$ cat config.mk
export PLATFORM = sky130hd
export DESIGN_NAME = tank_explosion_sprite_fetch
export DESIGN_NICKNAME = d
export VERILOG_FILES = /design/src/rtl/tank_explosion_sprite_fetch.sv
export SDC_FILE = /design/constraint.sdc
export NUM_CORES = 1
export LEC_CHECK = 0
export CORE_MARGIN = 3
export CORE_UTILIZATION = 38
export DETAILED_ROUTE_END_ITERATION = 7
export SYNTH_ARGS = -nofsm -noshare
export SYNTH_HDL_FRONTEND = slang
export SYNTH_SLANG_ARGS = --single-unit
$ cat constraint.sdc
create_clock -name Clk -period 3.95 [get_ports Clk]
set_clock_uncertainty 0.2 [all_clocks]
set_input_delay 0.79 -clock Clk [delete_from_list [all_inputs] [get_ports Clk]]
set_output_delay 0.79 -clock Clk [all_outputs]
set_load 0.01 [all_outputs]
$ cat src/rtl/tank_explosion_sprite_fetch.sv
`default_nettype none
// ============================================================================
// Module      : tank_explosion_sprite_fetch
// Description : Plays a multi-frame explosion animation at a latched tank
//               position and fetches the per-pixel colour index from an
//               external synchronous sprite ROM for the explosion palette.
// Revision    : 1.0 - initial release
// ============================================================================
module tank_explosion_sprite_fetch #(
    parameter int          SPR_W      = 32,
    parameter int          SPR_H      = 32,
    parameter int          NUM_FRAMES = 4,
    parameter int          FRAME_HOLD = 6,
    parameter int          ROM_LAT    = 1,
    parameter logic [3:0]  TRANSP_IDX = 4'h1,
    localparam int         ADDR_W     = $clog2(NUM_FRAMES*SPR_W*SPR_H)
) (
    input  logic              Clk,
    input  logic              Reset,
    input  logic              frame_start,
    input  logic              trigger,
    input  logic [9:0]        tank_x,
    input  logic [9:0]        tank_y,
    input  logic [9:0]        DrawX,
    input  logic [9:0]        DrawY,
    input  logic              pix_valid,
    output logic [ADDR_W-1:0] rom_addr,
    input  logic [3:0]        rom_q,
    output logic [3:0]        palette_index,
    output logic              sprite_on,
    output logic              anim_busy,
    output logic              anim_done
);

    localparam int C_FRAME_W = (NUM_FRAMES > 1) ? $clog2(NUM_FRAMES) : 1;
    localparam int C_HOLD_W  = (FRAME_HOLD > 1) ? $clog2(FRAME_HOLD) : 1;

    localparam logic [0:0]           c_idle       = 1'b0;
    localparam logic [0:0]           c_play       = 1'b1;
    localparam logic [C_HOLD_W-1:0]  c_hold_max   = C_HOLD_W'(FRAME_HOLD - 1);
    localparam logic [C_FRAME_W-1:0] c_last_frame = C_FRAME_W'(NUM_FRAMES - 1);

    logic [0:0]           r_state, w_state_nxt;
    logic [C_FRAME_W-1:0] r_frame, w_frame_nxt;
    logic [C_HOLD_W-1:0]  r_hold,  w_hold_nxt;
    logic                 w_latch;
    logic                 w_done_nxt;
    logic [9:0]           r_x_lat, r_y_lat;
    logic                 r_done;

    logic [10:0]          w_dx, w_dy;
    logic                 w_hit;
    logic [ADDR_W-1:0]    w_addr;
    logic [ADDR_W-1:0]    r_rom_addr;
    logic [ROM_LAT:0]     r_hit_sr;
    logic [3:0]           r_pal;
    logic                 r_on;
    logic                 w_on;

    // Animation state, frame/hold counters and latched sprite position.
    always_ff @(posedge Clk or posedge Reset) begin
        if (Reset) begin
            r_state <= c_idle;
            r_frame <= '0;
            r_hold  <= '0;
            r_x_lat <= '0;
            r_y_lat <= '0;
            r_done  <= 1'b0;
        end else begin
            r_state <= w_state_nxt;
            r_frame <= w_frame_nxt;
            r_hold  <= w_hold_nxt;
            r_done  <= w_done_nxt;
            if (w_latch) begin
                r_x_lat <= tank_x;
                r_y_lat <= tank_y;
            end
        end
    end

    // Next-state logic: frames advance only on vblank so a frame never tears.
    always_comb begin
        w_state_nxt = r_state;
        w_frame_nxt = r_frame;
        w_hold_nxt  = r_hold;
        w_latch     = 1'b0;
        w_done_nxt  = 1'b0;
        case (r_state)
            c_idle: begin
                if (trigger) begin
                    w_state_nxt = c_play;
                    w_frame_nxt = '0;
                    w_hold_nxt  = '0;
                    w_latch     = 1'b1;
                end
            end
            c_play: begin
                if (frame_start) begin
                    if (r_hold < c_hold_max) begin
                        w_hold_nxt = r_hold + 1'b1;
                    end else begin
                        w_hold_nxt = '0;
                        if (r_frame == c_last_frame) begin
                            w_state_nxt = c_idle;
                            w_frame_nxt = '0;
                            w_done_nxt  = 1'b1;
                        end else begin
                            w_frame_nxt = r_frame + 1'b1;
                        end
                    end
                end
            end
            default: w_state_nxt = c_idle;
        endcase
    end

    // Offsets in 11 bits: bit 10 set means the pixel lies left of / above the sprite.
    assign w_dx  = {1'b0, DrawX} - {1'b0, r_x_lat};
    assign w_dy  = {1'b0, DrawY} - {1'b0, r_y_lat};
    assign w_hit = (r_state == c_play) & pix_valid &
                   ~w_dx[10] & (w_dx < 11'(SPR_W)) &
                   ~w_dy[10] & (w_dy < 11'(SPR_H));

    assign w_addr = ADDR_W'(r_frame) * ADDR_W'(SPR_W*SPR_H)
                  + ADDR_W'(w_dy) * ADDR_W'(SPR_W)
                  + ADDR_W'(w_dx);

    // Address stage plus hit delay line matched to the ROM read latency.
    always_ff @(posedge Clk or posedge Reset) begin
        if (Reset) begin
            r_rom_addr <= '0;
            r_hit_sr   <= '0;
        end else begin
            r_rom_addr <= w_hit ? w_addr : '0;
            r_hit_sr   <= {r_hit_sr[ROM_LAT-1:0], w_hit};
        end
    end

    assign w_on = r_hit_sr[ROM_LAT] & (rom_q != TRANSP_IDX);

    // Output stage: register the colour index with its opaque-hit flag.
    always_ff @(posedge Clk or posedge Reset) begin
        if (Reset) begin
            r_pal <= 4'h0;
            r_on  <= 1'b0;
        end else begin
            r_pal <= w_on ? rom_q : 4'h0;
            r_on  <= w_on;
        end
    end

    assign rom_addr      = r_rom_addr;
    assign palette_index = r_pal;
    assign sprite_on     = r_on;
    assign anim_busy     = (r_state == c_play);
    assign anim_done     = r_done;

endmodule
`default_nettype wire
==> flow_summary.yaml, run 1 <==
status:
  status: "complete, no violations"
worst_setup_path:
  path_max_fanout: 3
  cp_num_buf_inv: 4
  crit_path_top_delay_cell: "or4_1"
  crit_type: "input pin to flop"
  crit_family: "adder cells"
  crit_required_ns: 3.98
  end_kind: "flop"
  crit_arrival_ns: 3.89
  startpoint_type: "input pin"
  critPathMaxStageDelay_ns: 0.42
  crit_chain: "clkdlybuf4s50_1, inv_1, ha_1, inv_1, fa_2, buf_4, xor2_1, ha_1, ha_4, a211oi_2, o21bai_2, a21oi_4, xnor2_1, or4_1, nor3_2"
power_and_ir_drop:
  swShare: 0.407
  intPower_w: 0.00248
  p_leak_nw: 2.01
  power.share.clock: 0.071
  total_power_w: 0.00418
  power.switching_w: 0.00170
  power_density_nw_per_um2: 924
  pwr-share-seq: 0.157
  vdd_drop_max_mv: 0.453
  p_comb_frac: 0.772
timing:
  setup_viol: 0
  hold_viol: 0
  fin_crit_sh: 0.977
  slew_viol_final: 0
  worstMarginPinSlew_ns: 0.925
  maxSlewHeadroom: 0.383
  fin_crit_ns: 3.86
  max_freq_mhz: 259
clock_tree:
  cts_buffers: 5
  holdBufCountCts: 0
  clkLatencyLatePin_ns: 0.30
  cts.sinks: 46
  htree_levels: 2
  cts_tree: "done"
  clk_pin_slew_ns: 0.09
  root_buffer: "clkbuf_8"
  cts_buffer_depth: 2
synth:
  syn_nets: 412
  synth_area_leaders: "dfrtp_1 38%, ha_1 13%, o21ai_0 5.5%"
  yosys.area.top_type_share: 0.381
  synthesis.area_um2: 3020
  yosysWarnings: 0
  ys_seq_area_frac: 0.381
  ys_async_sr_fraction: 1.00
  synth-seq-cells: 46
  synth.avg_cell_area_um2: 9.20
  yosysUniqueCellTypes: 52
  synth-edff-count: 0
  synth_cells: 328
  synthFlopType: "dfrtp_1"
  yosysTopAreaCell: "dfrtp_1"
grt:
  grt.overflow.total: 0
  grt_pass1_vias: 2645
  antenna_found_initial: 0
  track_usage: 0.160
  grt_pass1_wl_mm: 11.7
  grt_max_degree: 47
floorplan:
  core_um2: 7490
  num_rows: 31
  io_pins: 68
  die_w_um: 95.1
  die_h_um: 95.1
  start_util: 0.403
  dieArea_um2: 9050
place:
  io_buffers: 67
  place.gp.congestion: 0.857
  dpl_cell_area_um2: 4210
  hpwlAfterDp_mm: 5.36
finish:
  stdcell_area_um2: 4520
  fill_cells: 651
  seq_area_um2: 1150
  layout.nets: 529
  drive_above_1_share: 0.238
  syn_to_final_growth_pct: 49.7
  multi_input_area_um2: 1970
  diodes: 0
detailed_routing:
  wl_per_cell_um: 12.9
  drtIter0Drc: 105
  antenna_left: 0
  drc: 0
  drt-total-wl_mm: 7.03
  via_count: 2703
  firstDrtPassIters: 4
  avgViaCountPerCell: 4.96
min_path:
  hold_class: "flop to flop"
run:
  cap_violations: 0
worst reg2reg max path: stages (launching register included):
cell	delay [ns]
dfrtp_1	0.40
ha_4	0.16
inv_2	0.04
fa_2	0.37
a21o_1	0.22
a221oi_4	0.26
buf_4	0.16
xnor2_1	0.14
ha_1	0.26
ha_4	0.23
a211oi_2	0.28
o21bai_2	0.11
a21oi_4	0.13
xnor2_1	0.07
or4_1	0.42
nor3_2	0.12
layer usage:
metal  global-route usage  vias up  share of wire
li1                     -     1383              -
met1                0.212     1251           0.46
met2                0.276       62           0.48
met3               0.0253        7          0.045
met4               0.0325        0         0.0092
met5                    0        -              0
cell usage in the layout, fill, tap and decap left out, types with 3 or more instances in the layout:
cell type / synthesis / layout
nor3_1: 15 / 13
a211o_1: 3 / 3
nand2b_1: 3 / 3
xor2_1: 4 / 4
inv_1: 29 / 26
nor2b_1: 5 / 3
a21o_1: 7 / 7
ha_4: 0 / 12
o211ai_1: 4 / 4
nand3_1: 3 / 3
xnor2_1: 8 / 8
a21oi_1: 17 / 12
buf_4: 0 / 50
a211oi_1: 5 / 3
nand2_1: 40 / 40
nor2_1: 16 / 16
and2_1: 8 / 8
o21ai_0: 33 / 32
ha_1: 31 / 18
dlygate4sd2_1: 0 / 6
clkdlybuf4s50_1: 0 / 58
a21oi_2: 0 / 4
clkbuf_8: 0 / 5
dfrtp_1: 46 / 46
cell usage after synthesis, types with 3 or more instances:
master and number:
a211o_1 3, a211oi_1 5, a21o_1 7, a21oi_1 17, and2_1 8, clkbuf_1 7
dfrtp_1 46, fa_1 4, ha_1 31, inv_1 29, nand2_1 40, nand2b_1 3
nand3_1 3, nor2_1 16, nor2b_1 5, nor3_1 15, o211ai_1 4, o21ai_0 33
xnor2_1 8, xor2_1 4
state kept, by name, summed over array words and instances, names as in the netlist:
signal,flops
palette_index,4
anim_busy,1
r_y_lat,10
rom_addr,12
anim_done,1
sprite_on,1
r_frame,2
r_hold,3
r_hit_sr,2
r_x_lat,10
per-stage QoR:
step                 util  hold slack [ns]  TNS (ns)  instances  setup slack, ns
floorplan               -            0.131         0        328          0.00295
global placement    0.562            0.135     -1.87        533           -0.564
detailed placement  0.562            0.142     -2.28        533           -0.623
CTS                 0.594            0.163    -0.142        542           -0.142
global route        0.604            0.176   -0.0583        545          -0.0542
finish              0.604            0.160         0        545           0.0894
cells by family (layout without fill, tap and decap cells):
kind of cell | count (synthesis) | after routing | share of synthesized area
buffers and inverters | 38 | 156 | 0.0522
xor gates and xnor gates | 12 | 12 | 0.0348
DFF | 46 | 46 | 0.381
muxes | 4 | 4 | 0.0141
adders and majority gates | 35 | 35 | 0.155
AOI/OAI and AO/OA | 89 | 89 | 0.192
and+or+nand+nor | 104 | 104 | 0.170
power groups by stage:
| stage | Sequential (W) | Clock [W] | Combinational [W] |
|---|---|---|---|
| 2_1_floorplan | 0.000649 | 0 | 0.00174 |
| 3_3_place_gp | 0.000659 | 0 | 0.00262 |
| 5_1_grt | 0.000671 | 0.000330 | 0.00359 |
| 6_report | 0.000657 | 0.000297 | 0.00323 |
| 4_1_cts | 0.000658 | 0.000308 | 0.00293 |
| 3_5_place_dp | 0.000664 | 0 | 0.00267 |
area by class of cell:
cell class | count | share of cell area
clock inverters | 3 | 0.00471
flip-flops and latches | 46 | 0.255
well taps | 99 | 0.0274
inverters | 29 | 0.0246
multi-input cells | 244 | 0.436
repair buffers | 119 | 0.238
clock buffers | 5 | 0.0152
final timing paths:
check	from	endpoint	slack [ns]	cells past startpoint
worst max-delay path	DrawY[0]	rom_addr[11]	0.09	15
worst min-delay path	r_hit_sr[0]	r_hit_sr[1]	0.16	0
worst max register to register	r_x_lat[0]	rom_addr[11]	0.31	15
worst min register to register	r_hit_sr[0]	r_hit_sr[1]	0.16	0
max in group asynchronous	Reset	r_x_lat[6]	2.17	2
min in group asynchronous	Reset	r_hold[1]	0.80	2
repair_timing:
item                       in CTS  in global routing
resized for setup              37                 11
buffers inserted                1                  3
setup endpoints to repair       2                  2
pin swaps                      21                 14
(Power assumes the default switching activity.)
==> inputs of run 2 (changes only) <==
--- a/config.mk
+++ b/config.mk
@@ -6,8 +6,9 @@
 export NUM_CORES = 1
 export LEC_CHECK = 0
 export CORE_MARGIN = 3
-export CORE_UTILIZATION = 38
+export CORE_UTILIZATION = 45
 export DETAILED_ROUTE_END_ITERATION = 7
+export PLACE_DENSITY = 0.73
 export SYNTH_ARGS = -nofsm -noshare
 export SYNTH_HDL_FRONTEND = slang
 export SYNTH_SLANG_ARGS = --single-unit
==> flow_summary.yaml, run 2 (same netlist as run 1, synthesis figures left out) <==
status:
  status: "complete, no violations"
timing:
  setup_slack_ns: 0.0637
  fin_crit_sh: 0.984
  max_freq_mhz: 257
  hold_viol: 0
  fin_crit_ns: 3.89
  slew_viol_final: 0
  maxSlewHeadroom: 0.359
  worstMarginPinSlew_ns: 0.960
  setup_viol: 0
worst_setup_path:
  end_kind: "flop"
  crit_chain: "dlygate4sd2_1, ha_4, a21o_4, buf_4, a221oi_4, buf_4, xnor2_1, ha_1, ha_2, a211oi_2, o21bai_1, a21oi_2, xnor2_1, or4_4, nor3_2"
  crit_arrival_ns: 3.92
  crit_path_top_delay_cell: "or4_4"
  path_max_fanout: 4
  crit_type: "input pin to flop"
  startpoint_type: "input pin"
  critPathMaxStageDelay_ns: 0.42
  crit_required_ns: 3.98
place:
  hpwlAfterDp_mm: 5.43
  place.gp.congestion: 0.864
  dpl_cell_area_um2: 4160
  preCtsSetupSlack_ns: -0.636
  io_buffers: 67
clock_tree:
  htree_levels: 2
  cts.sinks: 46
  cts_buffer_depth: 2
  root_buffer: "clkbuf_8"
  cts_tree: "done"
  clk_pin_slew_ns: 0.09
  cts_buffers: 5
  clkLatencyLatePin_ns: 0.30
power_and_ir_drop:
  intPower_w: 0.00246
  power.switching_w: 0.00173
  power.share.clock: 0.085
  p_comb_frac: 0.758
  pwr-share-seq: 0.157
  swShare: 0.413
  power_density_nw_per_um2: 936
  vdd_drop_max_mv: 0.518
  p_leak_nw: 2.01
finish:
  stdcell_area_um2: 4480
  mostFrequentLayoutCells: "59 x clkdlybuf4s50_1, 48 x buf_4, 46 x dfrtp_1, 40 x nand2_1, 32 x o21ai_0"
  largest_register_ffs: 12
  diodes: 0
  layout_commonest_cell: "clkdlybuf4s50_1"
  drive_above_1_share: 0.233
  layout.nets: 526
  syn_to_final_growth_pct: 48.5
  multi_input_area_um2: 1960
  seq_area_um2: 1150
  fill_cells: 488
detailed_routing:
  avgViaCountPerCell: 5.35
  wl_per_cell_um: 13.9
  drc: 0
  antenna_left: 0
  drt-total-wl_mm: 7.20
  via_count: 2780
  drtIter0Drc: 119
  firstDrtPassIters: 5
grt:
  antenna_found_initial: 0
  grt_max_degree: 47
  grt_pass1_wl_mm: 12.0
  track_usage: 0.195
  grt_pass1_vias: 2717
  grt.overflow.total: 0
floorplan:
  start_util: 0.470
  die_h_um: 87.9
  core_um2: 6420
  num_rows: 29
  dieArea_um2: 7730
  die_w_um: 87.9
  io_pins: 68
min_path:
  hold_class: "flop to flop"
run:
  cap_violations: 0
==> run 2: cell types whose count changed in the layout (fill, tap and decap cells not counted), sizes merged <==
cell,delta
dlymetal6s2s,+1
clkinvlp,-1
clkdlybuf4s50,+1
clkinv,-1
buf,-3
inv,+1
bufinv,+1
dlygate4sd2,-2
==> run 2: worst max-delay path, delay by kind of cell <==
family                   cells  cell delay, ns
buffers and inverters        3            0.56
adder cells (fa/ha/maj)      3            0.73
XOR/XNOR                     2            0.22
AND/OR/NAND/NOR              2            0.54
AO/OA/AOI/OAI                5            1.09
==> run 2: per-stage QoR <==
stage | hold slack (ns) | setup TNS [ns] | total power [W] | cells | utilization
2_1_floorplan | 0.131 | 0 | 0.00239 | 328 | -
3_3_place_gp | 0.132 | -1.32 | 0.00323 | 509 | 0.648
3_5_place_dp | 0.141 | -1.62 | 0.00334 | 509 | 0.648
4_1_cts | 0.161 | -0.147 | 0.00390 | 519 | 0.681
5_1_grt | 0.165 | -0.0476 | 0.00458 | 520 | 0.698
6_report | 0.153 | 0 | 0.00420 | 520 | 0.698
==> run 2: power groups by stage <==
stage,combinational (W),clock (W),sequential [W]
after detailed placement,0.00268,0,0.000665
after CTS,0.00287,0.000371,0.000658
after global routing,0.00352,0.000387,0.000668
after floorplan,0.00174,0,0.000649
after global placement,0.00258,0,0.000656
final,0.00318,0.000358,0.000657
==> run 2: area by class of cell <==
cell class              count  share of cell area
clock buffers               5              0.0154
inverters                  29              0.0248
multi-input cells         244               0.437
clock inverters             3             0.00977
flip-flops and latches     46               0.257
repair buffers            116               0.235
well taps                  77              0.0215
==> run 2: timing repair <==
| item | in CTS | in global routing |
|---|---|---|
| hold buffers | 0 | 0 |
| resized for setup | 28 | 17 |
| setup endpoints to repair | 2 | 2 |
| setup buffers | 2 | 1 |
| pin swaps | 18 | 20 |
==> run 2: metal layers <==
layer / GRT usage / vias to the layer above / share of wire
li1: - / 1378 / -
met1: 0.241 / 1319 / 0.44
met2: 0.346 / 72 / 0.50
met3: 0.0357 / 11 / 0.047
met4: 0.0544 / 0 / 0.016
met5: 0 / - / 0
==> run 2: path summary, 6_finish.rpt <==
| kind | start | endpoint | slack, ns | depth (start not counted) |
|---|---|---|---|---|
| worst max-delay path | DrawX[4] | rom_addr[11] | 0.06 | 15 |
| worst min-delay path | r_hit_sr[0] | r_hit_sr[1] | 0.15 | 0 |
| worst max register to register | r_x_lat[0] | rom_addr[11] | 0.27 | 15 |
| worst min register to register | r_hit_sr[0] | r_hit_sr[1] | 0.15 | 0 |
| max in group asynchronous | Reset | r_x_lat[2] | 2.13 | 2 |
| min in group asynchronous | Reset | r_hold[1] | 0.83 | 2 |
